**src/rtl/pktgen_sequencer.sv**
```systemverilog
`timescale 1ns/1ps
// Run controller for the two packet-generator channels: alignment check, parallel or
// serial launch, busy-handshake supervision, timeout/abort/link-loss handling.
//
// state     | meaning
// ----------+-----------------------------------------------------------
// IDLE      | waiting for a run request
// CHECK     | verify mask non-empty and enabled channels PCS-aligned
// LAUNCH    | ch_start pulse visible for the current launch set
// WAIT_ACK  | waiting for every launched channel to raise busy
// WAIT_DONE | waiting for every launched channel to drop busy
// FINISH    | emit done, release run_busy
module pktgen_sequencer #(
    parameter int ACK_TIMEOUT = 1024,
    parameter int COUNT_W     = 32
) (
    input  logic               clk,
    input  logic               reset,
    input  logic               start,
    input  logic               abort,
    input  logic               serial,
    input  logic [1:0]         chan_mask,
    input  logic [COUNT_W-1:0] packet_count,
    input  logic [1:0]         eth_aligned,
    input  logic [1:0]         ch_busy,
    output logic [1:0]         ch_start,
    output logic [1:0]         ch_abort,
    output logic [COUNT_W-1:0] ch_count,
    output logic               run_busy,
    output logic               done,
    output logic [2:0]         status,
    output logic [1:0]         fail_mask
);

    localparam int               TMO_W   = $clog2(ACK_TIMEOUT + 1);
    localparam logic [TMO_W-1:0] TMO_MAX = TMO_W'(ACK_TIMEOUT);

    localparam logic [2:0] ST_OK          = 3'd0;
    localparam logic [2:0] ST_NOT_ALIGNED = 3'd1;
    localparam logic [2:0] ST_TIMEOUT     = 3'd2;
    localparam logic [2:0] ST_LINK_LOST   = 3'd3;
    localparam logic [2:0] ST_EMPTY_MASK  = 3'd4;
    localparam logic [2:0] ST_ABORTED     = 3'd5;

    typedef enum logic [2:0] {IDLE, CHECK, LAUNCH, WAIT_ACK, WAIT_DONE, FINISH} state_t;

    state_t           state;
    logic             serial_q;
    logic [1:0]       mask_q;
    logic [1:0]       ran_q;
    logic [1:0]       launch_q;
    logic [1:0]       seen_q;
    logic [TMO_W-1:0] tmo_cnt;

    logic [1:0]       remaining;
    logic [1:0]       next_set;
    logic [1:0]       seen_nx;
    logic [1:0]       lost;
    logic [TMO_W-1:0] tmo_nx;

    always_comb begin
        remaining = mask_q & ~ran_q;
        next_set  = mask_q;
        if (serial_q) begin
            if (remaining[0])      next_set = 2'b01;
            else if (remaining[1]) next_set = 2'b10;
            else                   next_set = 2'b00;
        end
        seen_nx = seen_q | (ch_busy & launch_q);
        lost    = launch_q & ~eth_aligned;
        tmo_nx  = (tmo_cnt == TMO_MAX) ? tmo_cnt : tmo_cnt + TMO_W'(1);
    end

    // ch_start is registered on entry to LAUNCH so the pulse coincides with that state.
    always_ff @(posedge clk) begin
        if (reset) begin
            state     <= IDLE;
            serial_q  <= 1'b0;
            mask_q    <= '0;
            ran_q     <= '0;
            launch_q  <= '0;
            seen_q    <= '0;
            tmo_cnt   <= '0;
            ch_start  <= '0;
            ch_abort  <= '0;
            ch_count  <= '0;
            run_busy  <= 1'b0;
            done      <= 1'b0;
            status    <= ST_OK;
            fail_mask <= '0;
        end else begin
            ch_start <= '0;
            ch_abort <= '0;
            done     <= 1'b0;
            case (state)
                IDLE: begin
                    if (start) begin
                        serial_q  <= serial;
                        mask_q    <= chan_mask;
                        ch_count  <= packet_count;
                        ran_q     <= '0;
                        status    <= ST_OK;
                        fail_mask <= '0;
                        run_busy  <= 1'b1;
                        state     <= CHECK;
                    end
                end
                CHECK: begin
                    if (mask_q == 2'b00) begin
                        status <= ST_EMPTY_MASK;
                        state  <= FINISH;
                    end else if ((mask_q & ~eth_aligned) != 2'b00) begin
                        status    <= ST_NOT_ALIGNED;
                        fail_mask <= mask_q & ~eth_aligned;
                        state     <= FINISH;
                    end else begin
                        ch_start <= next_set;
                        launch_q <= next_set;
                        ran_q    <= ran_q | next_set;
                        seen_q   <= '0;
                        tmo_cnt  <= '0;
                        state    <= LAUNCH;
                    end
                end
                LAUNCH: begin
                    state <= WAIT_ACK;
                end
                WAIT_ACK: begin
                    seen_q  <= seen_nx;
                    tmo_cnt <= tmo_nx;
                    if (abort) begin
                        status   <= ST_ABORTED;
                        ch_abort <= launch_q;
                        state    <= FINISH;
                    end else if (lost != 2'b00) begin
                        status    <= ST_LINK_LOST;
                        fail_mask <= lost;
                        ch_abort  <= launch_q;
                        state     <= FINISH;
                    end else if (seen_nx == launch_q) begin
                        state <= WAIT_DONE;
                    end else if (tmo_nx == TMO_MAX) begin
                        status    <= ST_TIMEOUT;
                        fail_mask <= launch_q & ~seen_nx;
                        ch_abort  <= launch_q;
                        state     <= FINISH;
                    end
                end
                WAIT_DONE: begin
                    if (abort) begin
                        status   <= ST_ABORTED;
                        ch_abort <= launch_q;
                        state    <= FINISH;
                    end else if (lost != 2'b00) begin
                        status    <= ST_LINK_LOST;
                        fail_mask <= lost;
                        ch_abort  <= launch_q;
                        state     <= FINISH;
                    end else if ((ch_busy & launch_q) == 2'b00) begin
                        if (serial_q && (remaining != 2'b00)) begin
                            ch_start <= next_set;
                            launch_q <= next_set;
                            ran_q    <= ran_q | next_set;
                            seen_q   <= '0;
                            tmo_cnt  <= '0;
                            state    <= LAUNCH;
                        end else begin
                            status <= ST_OK;
                            state  <= FINISH;
                        end
                    end
                end
                FINISH: begin
                    done     <= 1'b1;
                    run_busy <= 1'b0;
                    state    <= IDLE;
                end
                default: state <= IDLE;
            endcase
        end
    end

endmodule
```
**config.mk**
```make
export PLATFORM = sky130hd
export DESIGN_NAME = pktgen_sequencer
export DESIGN_NICKNAME = d
export VERILOG_FILES = /design/src/rtl/pktgen_sequencer.sv
export SDC_FILE = /design/constraint.sdc
export NUM_CORES = 1
export LEC_CHECK = 0
export CAP_MARGIN = 20
export CELL_PAD_IN_SITES_DETAIL_PLACEMENT = 0
export CELL_PAD_IN_SITES_GLOBAL_PLACEMENT = 1
export CORE_MARGIN = 2
export CORE_UTILIZATION = 38
export CTS_BUF_LIST = sky130_fd_sc_hd__clkbuf_4 sky130_fd_sc_hd__clkbuf_8 sky130_fd_sc_hd__clkbuf_16
export DETAILED_ROUTE_END_ITERATION = 7
export GPL_ROUTABILITY_DRIVEN = 0
export PLACE_DENSITY_LB_ADDON = 0.1
export SLEW_MARGIN = 0
export SYNTH_ARGS = -nofsm -noshare
export SYNTH_HDL_FRONTEND = slang
export SYNTH_SLANG_ARGS = --single-unit
```
**constraint.sdc**
```tcl
create_clock -name clk -period 4.05 [get_ports clk]
set_clock_uncertainty 0.1 [all_clocks]
set_input_delay 0.81 -clock clk [delete_from_list [all_inputs] [get_ports clk]]
set_output_delay 0.81 -clock clk [all_outputs]
set_load 0.03 [all_outputs]
```
==> results of run 1 <==
-- worst max-delay path: stages --
cell and delay [ps]:
clkdlybuf4s50_1 500, a21oi_1 100, ha_1 350, nand3_1 80, o311ai_0 150, a21oi_1 100
o21ai_0 410, nor2_1 80, a2111oi_0 400
-- worst paths after layout --
kind                                 start                        end  slack (ps)
setup reg to reg   tmo_cnt[0]$_SDFFE_PP0P_     status[1]$_SDFFE_PP0P_        1270
hold reg to reg   ch_count[0]$_SDFFE_PP0P_   ch_count[0]$_SDFFE_PP0P_         360
setup / recovery                ch_busy[0]  fail_mask[0]$_SDFFE_PP0P_        1180
hold / removal    ch_count[0]$_SDFFE_PP0P_   ch_count[0]$_SDFFE_PP0P_         360
-- state kept, by name, summed over array words and instances (netlist names), 3 cells and up --
register  count
tmo_cnt      11
ch_count     32
status        3
state         3
-- cells by family after synthesis --
logic type	Yosys count	share of synthesized area (%)
buf+inv	33	5.46
xor+xnor	2	0.523
flops	66	39.5
mux	5	1.57
fa+ha+maj	4	1.50
compound gates	124	22.8
simple gates	190	28.6
-- where the power goes --
group | switching (mW) | internal [mW]
Combinational | 0.514 | 0.358
Sequential | 0.0920 | 0.746
Clock | 0.268 | 0.346
-- final cells by class --
cell class	instances	area, um2
Fill cell	850	4230
Sequential cell	66	1320
Clock buffer	9	124
Timing Repair Buffer	88	868
Inverter	5	18.8
Multi-Input combinational cell	325	1850
Clock inverter	6	90.1
Tap cell	108	135
-- per-layer routing --
layer,vias to the layer above,track usage (%)
met5,-,0
met4,0,5.77
met3,8,5.94
met2,93,29.9
met1,1516,23.6
li1,1649,-
-- placed cells by master, fill, tap and decap left out, types with 3 or more instances in the layout --
| cell type | instances |
|---|---|
| and3_2 | 3 |
| a211oi_1 | 5 |
| and2_1 | 4 |
| nand2_1 | 87 |
| dfxtp_1 | 66 |
| mux2i_1 | 3 |
| nor2b_1 | 6 |
| inv_1 | 5 |
| ha_1 | 4 |
| clkdlybuf4s50_1 | 84 |
| nand4_1 | 3 |
| or3_1 | 3 |
| a31oi_1 | 5 |
| buf_4 | 3 |
| or3_2 | 4 |
| nor3b_1 | 4 |
| a22oi_1 | 3 |
| clkbuf_8 | 9 |
| nor4_1 | 4 |
| nand2b_1 | 6 |
| nor2_1 | 28 |
| nand3_1 | 5 |
| o21ai_0 | 17 |
| nor3_1 | 9 |
| a21oi_1 | 64 |
==> out/results.tsv, run 1 <==
metric	value	unit
hold buffers post-CTS	0	
Hold Crit Depth	2	
critical path class	primary input to flop	
grt total ovfl	0	
worst-path maximum fanout	4	
commonest cells in the netlist	87 x nand2_1, 66 x dfxtp_1, 64 x a21oi_1	
maxcap violations	0	
Core Region	8640	um2
Vias/cell	5.38	
CTS Buf Count	9	
pre-CTS WS	881	ps
ant diodes	0	
Post-Syn Nets	471	
fin area	4410	um2
Final Hold Fails	0	
metal3 WL	544	um
Main synth FF type	dfxtp_1	
post-detail-place hpwl	6050	um
share of cells above drive strength 1	9.42	%
average cell area after synthesis	7.89	um2
VDD IR max	0.000260	V
status	finished, final reports clean	
clock sinks	66	
ANT nets after route	0	
vias in the first global route	3092	
Clk pin slew, worst setup/hold paths	80	ps
CTS H-tree depth	3	
drt drc	0	
total track usage	18.5	%
Critical Path Start Type	primary input	
layout net count	542	
Final Util	51.0	%
FP Rows	34	
area share of the largest cell type after synthesis	39.5	%
CTS tree	done	
total setup buffers inserted after CTS	0	
Synth async-reset ratio	0	%
Slew Limit Fails	0	
Top Ports	86	
CTS resizes	0	
drt total wl	8910	um
Die Y	97.9	um
min cycle time layout	2870	ps
Final Power	2.32	mW
Top Layer Used	met4	
Setup crit end kind	flop	
RSZ-0062 raised after global routing	false	
Via Count	3266	
largest net degree at the start of global routing	43	
Post-Layout Cell Count	607	
synth unique cells	71	
M1 wire length	4170	um
synth-to-layout area growth	31.6	%
CP arrival	2980	ps
dominant cell type by area after synthesis	dfxtp_1	
dpl cell area	4190	um2
Worst Path Required	4160	ps
I/O Buffers	85	
full die area	9570	um2
# setup viols final	0	
HP Class	flop to flop	
Initial DRC Count	112	
actual slew at the worst max-slew pin	898	ps
Setup WS post-layout	1180	ps
Syn Inst Count	424	
final setup TNS	0	ps
yosys warns	0	
R2R cell count	7	
Cell Pwr Density	528	nW/um2
Routed WL per cell	14.7	um
DRT Pass-1 Iters	4	
top-count cell post-synth	nand2_1	
Worst slew margin	40.1	%
LEAKAGE	1.59	nW
Mapped Area	3350	um2
CTS Root Cell	clkbuf_8	
Achievable Freq	0.348	GHz
clock buffer depth	2	
Post-synth EDFFs	0	
later-pin clock latency in the skew report	340	ps
DIE WIDTH	97.9	um
Seq/Total Area, Yosys	39.5	%
initial antenna violation count	0	
met2 routed WL	4100	um
synthesized flop and latch total	66	
largest cells by area after synthesis	dfxtp_1 39%, nand2_1 9.8%, a21oi_1 9.6%	
WHS	355	ps
Placed Instances	592	
Starting Density	38.8	%
period utilization	70.9	%
global-route wire length before repair	14600	um
Note: power is estimated with default switching activity, not from simulation.
==> run 2: changes to the inputs <==
--- a/config.mk
+++ b/config.mk
@@ -9,7 +9,7 @@
 export CELL_PAD_IN_SITES_DETAIL_PLACEMENT = 0
 export CELL_PAD_IN_SITES_GLOBAL_PLACEMENT = 1
 export CORE_MARGIN = 2
-export CORE_UTILIZATION = 38
+export CORE_UTILIZATION = 32
 export CTS_BUF_LIST = sky130_fd_sc_hd__clkbuf_4 sky130_fd_sc_hd__clkbuf_8 sky130_fd_sc_hd__clkbuf_16
 export DETAILED_ROUTE_END_ITERATION = 7
 export GPL_ROUTABILITY_DRIVEN = 0
==> constraint.sdc (replaced) <==
create_clock -name clk -period 2.5 [get_ports clk]
set_clock_uncertainty 0.1 [all_clocks]
set_input_delay 0.5 -clock clk [delete_from_list [all_inputs] [get_ports clk]]
set_output_delay 0.5 -clock clk [all_outputs]
set_load 0.03 [all_outputs]
==> run 2 against run 1 <==
Effect of this change:
- via count up 5.0%
- sequential power up 59%
- utilization down 3.8 points
- wire length up 8.5%
- register-to-register slack worse by 1200 ps
- worst hold slack worse by 0.99 ps
- worst setup slack worse by 1100 ps
- die area up 18%
- clock-buffer cell count unchanged
- non-clock buffer count up 46
==> out/results.tsv, run 2 (same netlist as run 1, synthesis figures left out) <==
metric	value	unit	change
ANT nets after route	0		unchanged
Cell Pwr Density	802	nW/um2	+52%
crit path to	status[1]$_SDFFE_PP0P_		
critical path class	flop to flop		
grt total ovfl	0		unchanged
share of cells above drive strength 1	18.3	%	+8.9 points
CTS H-tree depth	3		unchanged
layout net count	588		+8.5%
Final Power	3.87	mW	+67%
CTS tree	done		
Initial DRC Count	116		+3.6%
clock buffer depth	2		unchanged
HP Class	flop to flop		
CTS Buf Count	9		unchanged
later-pin clock latency in the skew report	340	ps	about the same
most common cell after layout, fill and taps aside	nand2_1		
largest net degree at the start of global routing	36		-16%
Clk pin slew, worst setup/hold paths	90	ps	about the same
Critical Path Start Type	flop		
VDD IR max	0.000309	V	+19%
Achievable Freq	0.418	GHz	
Final Util	47.2	%	-3.8 points
max reg flops	32		unchanged
# setup viols final	0		unchanged
worst-path maximum fanout	4		unchanged
commonest non-fill, non-tap cells in the layout	87 x nand2_1, 84 x clkdlybuf4s50_1, 64 x dfxtp_1		
Fill cells	1063		+25%
min cycle time layout	2390	ps	
Hold Crit Depth	2		unchanged
drt drc	0		unchanged
LEAKAGE	1.78	nW	+12%
status	finished, final reports clean		
Setup crit end kind	flop		
Worst Path Required	2630	ps	-1530 ps
initial antenna violation count	0		unchanged
full die area	11300	um2	+18%
top flop regs	ch_count x32, tmo_cnt x11		
total track usage	17.8	%	-0.68 points
synth-to-layout area growth	44.3	%	
period utilization	95.7	%	
Top Ports	86		unchanged
RSZ-0062 raised after global routing	false		
Worst slew margin	66.0	%	+26 points
Core Region	10200	um2	+18%
actual slew at the worst max-slew pin	510	ps	-388 ps
Slew Limit Fails	0		unchanged
CP arrival	2530	ps	-450 ps
R2R cell count	7		unchanged
CP Launch Point	tmo_cnt[0]$_SDFFE_PP0P_		
Die Y	106	um	+8.6%
I/O Buffers	85		unchanged
drt total wl	9660	um	+8.5%
maxcap violations	0		unchanged
DRT Pass-1 Iters	5		+1
FF-to-FF End	status[1]$_SDFFE_PP0P_		
Largest Register	ch_count		
DIE WIDTH	106	um	+8.6%
CTS Root Cell	clkbuf_8		
FP Rows	37		+8.8%
ant diodes	0		unchanged
Reg2Reg Launch Point	tmo_cnt[0]$_SDFFE_PP0P_		
vias in the first global route	3323		+7.5%
Vias/cell	5.03		-6.6%
Via Count	3428		+5.0%
Final Hold Fails	0		unchanged
R2R setup slack	110	ps	-1160 ps
Starting Density	32.7	%	-6.0 points
post-detail-place hpwl	6870	um	+14%
clock sinks	66		unchanged
Routed WL per cell	14.2	um	-3.5%
global-route wire length before repair	16200	um	+11%
hold buffers post-CTS	0		unchanged
[run 2: per-stage QoR]
stage               hold WS [ps]  worst slack [ps]  std cells  cell area [um2]  setup TNS (ps)
CTS                          357              3.02        682             4780               0
finish                       354               108        682             4830               0
floorplan                    355              13.7        424             3350               0
detailed placement           346              -272        666             4580           -1990
global route                 373              5.26        682             4830               0
global placement             341              -224        666             4580           -2550
[run 2: worst max-delay path, cell delays in order (launching register included)]
cell      delay (ps)
dfxtp_2          370
ha_4             150
nand3_4           70
or4_4            530
a211oi_2         300
nand4_4          180
o21ai_1          210
mux2_2           350
[run 2: report_power, final]
part / leakage, nW / internal [mW] / switching (mW) / total [mW]
Clock: 0.0962 / 0.468 / 0.469 / 0.936
Sequential: 0.539 / 1.21 / 0.122 / 1.33
Combinational: 1.15 / 0.709 / 0.897 / 1.61
[run 2: layer usage]
layer	global-route usage (%)	routed length, um	part of all wire (%)	up-vias
met3	4.23	484	5.0	10
met1	23.1	4570	47	1610
met2	29.1	4470	46	73
li1	-	-	-	1735
met4	6.02	135	1.4	0
met5	0	0	0	-
[run 2: worst min-delay path by stage]
stage / from / endpoint / slack, ps
after floorplan: seen_q[0]$_SDFFE_PP0P_ / seen_q[0]$_SDFFE_PP0P_ / 360
after global placement: ch_count[30]$_SDFFE_PP0P_ / ch_count[30]$_SDFFE_PP0P_ / 340
after detailed placement: ch_count[20]$_SDFFE_PP0P_ / ch_count[20]$_SDFFE_PP0P_ / 350
after CTS: ch_count[20]$_SDFFE_PP0P_ / ch_count[20]$_SDFFE_PP0P_ / 360
after global routing: ch_count[12]$_SDFFE_PP0P_ / ch_count[12]$_SDFFE_PP0P_ / 370
final: ch_count[17]$_SDFFE_PP0P_ / ch_count[17]$_SDFFE_PP0P_ / 350
[run 2: what timing repair did]
| item | CTS | global route |
|---|---|---|
| buffers inserted | 0 | 0 |
| setup endpoints to repair | 1 | 5 |
| pin swaps | 1 | 1 |
| gates resized for setup | 0 | 11 |
[run 2: area by class of cell]
class	instances	area [um2]	share of cell area, %
multi-input cells	325	1890	39.1
clock inverters	7	76.3	1.58
flip-flops and latches	66	1320	27.4
clock buffers	9	124	2.57
repair buffers	134	1230	25.5
well taps	136	170	3.52
inverters	5	18.8	0.389
==> run 3: changes to the inputs <==
--- a/config.mk
+++ b/config.mk
@@ -13,6 +13,7 @@
 export CTS_BUF_LIST = sky130_fd_sc_hd__clkbuf_4 sky130_fd_sc_hd__clkbuf_8 sky130_fd_sc_hd__clkbuf_16
 export DETAILED_ROUTE_END_ITERATION = 7
 export GPL_ROUTABILITY_DRIVEN = 0
+export GPL_TIMING_DRIVEN = 0
 export PLACE_DENSITY_LB_ADDON = 0.1
 export SLEW_MARGIN = 0
 export SYNTH_ARGS = -nofsm -noshare
==> run 3 against run 2 <==
Effect of this change:
- combinational power down 2%
- cell area down 2.3%
- critical path depth unchanged
- final cell count down 2.3%
- first-iteration DRC count up 27%
- via count down 1.1%
- total power down 0.56%
- critical endpoint unchanged
- largest power group unchanged
- highest routed layer unchanged
==> out/results.tsv, run 3 (same netlist as run 1, synthesis figures left out) <==
metric	value	unit	change
# setup viols final	0		unchanged
synth-to-layout area growth	41.0	%	
full die area	11300	um2	unchanged
min cycle time layout	2400	ps	+5.34 ps
CTS Root Cell	clkbuf_8		
Top Ports	86		unchanged
FF-to-FF End	status[1]$_SDFFE_PP0P_		
Final Hold Fails	0		unchanged
Clk pin slew, worst setup/hold paths	80	ps	about the same
Core Region	10200	um2	unchanged
share of cells above drive strength 1	14.2	%	-4.2 points
max reg flops	32		unchanged
ant diodes	0		unchanged
commonest non-fill, non-tap cells in the layout	87 x nand2_1, 85 x clkdlybuf4s50_1, 64 x dfxtp_1		
layout net count	572		-2.7%
worst-path maximum fanout	7		+3
critical path class	flop to flop		
drt drc	0		unchanged
post-detail-place hpwl	7190	um	+4.6%
Initial DRC Count	147		+27%
initial antenna violation count	0		unchanged
RSZ-0062 raised after global routing	true		
FP Rows	37		unchanged
Routed WL per cell	15.2	um	+6.9%
I/O Buffers	85		unchanged
R2R setup slack	100	ps	about the same
total track usage	18.2	%	+0.42 points
grt total ovfl	0		unchanged
WHS	355	ps	+0.894 ps
Setup WS post-layout	102	ps	-5.34 ps
Final Util	46.1	%	-1.1 points
Starting Density	32.7	%	unchanged
VDD IR max	0.000382	V	+24%
Achievable Freq	0.417	GHz	-0.22%
largest net degree at the start of global routing	14		-61%
global-route wire length before repair	16200	um	+0.47%
Largest Register	ch_count		
Critical Path Start Type	flop		
maxcap violations	0		unchanged
CTS tree	done		
clock buffer depth	2		unchanged
Slew Limit Fails	0		unchanged
R2R cell count	7		unchanged
Via Count	3392		-1.1%
top flop regs	ch_count x32, tmo_cnt x11		
ANT nets after route	0		unchanged
vias in the first global route	3254		-2.1%
Die Y	106	um	unchanged
LEAKAGE	1.66	nW	-6.8%
period utilization	95.9	%	+0.21 points
DRT Pass-1 Iters	4		-1
Vias/cell	5.09		+1.3%
most common cell after layout, fill and taps aside	nand2_1		
Cell Pwr Density	816	nW/um2	+1.8%
status	finished, final reports clean		
CP arrival	2540	ps	about the same
DIE WIDTH	106	um	unchanged
actual slew at the worst max-slew pin	735	ps	+225 ps
Worst slew margin	51.0	%	-15 points
drt total wl	10100	um	+4.4%
CTS H-tree depth	3		unchanged
clock sinks	66		unchanged
HP Class	flop to flop		
Worst Path Required	2640	ps	about the same
pre-CTS WS	-514	ps	-242 ps
Hold Crit Depth	2		unchanged
CTS Buf Count	9		unchanged
Reg2Reg Launch Point	tmo_cnt[1]$_SDFFE_PP0P_		
Setup crit end kind	flop		
worst min-delay path startpoint	ch_count[13]$_SDFFE_PP0P_		
later-pin clock latency in the skew report	350	ps	about the same
WHS Endpoint	ch_count[13]$_SDFFE_PP0P_		
[run 3: cell types whose count changed in the layout (fill, tap and decap cells not counted), sizes merged]
| cell | previous run | this run |
|---|---|---|
| clkbuf | 9 | 35 |
| clkdlybuf4s50 | 84 | 85 |
| inv | 7 | 8 |
| clkinv | 2 | 0 |
| buf | 50 | 8 |
[run 3: timing repair]
item / 4_1_cts / 5_1_grt
hold buffers: 0 / 0
pin swaps: 2 / 5
buffers inserted: 1 / 4
gates resized for setup: 10 / 24
endpoints found under the setup margin: 27 / 48
endpoints found under the hold margin: 0 / 0
[run 3: metrics by stage]
stage                     area, um2  TNS (ps)  total power, mW  cells
final                          4720         0             3.85    666
after global routing           4720     -21.1             4.10    666
after CTS                      4620         0             3.82    662
after detailed placement       4370    -14710             2.84    645
after global placement         4370    -14980             2.83    645
after floorplan                3350         0             2.29    424
[run 3: how the worst max path moves through the flow]
stage                            start                      end  slack, ps  cells past startpoint
2_1_floorplan  tmo_cnt[0]$_SDFFE_PP0P_   status[1]$_SDFFE_PP0P_         10                      7
5_1_grt          state[1]$_SDFFE_PP0P_    state[2]$_SDFFE_PP0P_        -20                      6
3_5_place_dp            eth_aligned[0]  tmo_cnt[9]$_SDFFE_PP0P_       -510                      8
4_1_cts        tmo_cnt[0]$_SDFFE_PP0P_   status[1]$_SDFFE_PP0P_          9                      7
3_3_place_gp            eth_aligned[0]  tmo_cnt[2]$_SDFFE_PP0P_       -510                      8
6_report       tmo_cnt[1]$_SDFFE_PP0P_   status[1]$_SDFFE_PP0P_        100                      7
[run 3: final cells by class]
class | instances | area, um2
buffer | 28 | 171
clock buffer | 10 | 138
clock inverter | 6 | 71.3
fill | 1049 | 5510
inverter | 5 | 18.8
multi-input combinational | 325 | 1930
sequential | 66 | 1330
tap | 136 | 170
timing repair buffer | 90 | 888
[run 3: critical path, cell delays in order (launching register included)]
cell and delay [ps]:
dfxtp_4 390, ha_4 180, nand3_4 100, or4_4 540, a211oi_4 260, nand4_4 190
o21ai_2 190, mux2_2 340
[run 3: where the power goes]
part           leakage, nW  internal, mW  switching (mW)
Combinational         1.02         0.647           0.923
Sequential           0.540          1.21           0.109
Clock               0.0999         0.498           0.466
Total                 1.66          2.35            1.50
[run 3: layer usage]
layer	GRT usage (%)	part of all wire (%)	vias to the layer above
li1	-	-	1709
met1	24.5	48	1593
met2	28.0	45	82
met3	5.33	5.3	8
met4	5.92	1.5	0
met5	0	0	-
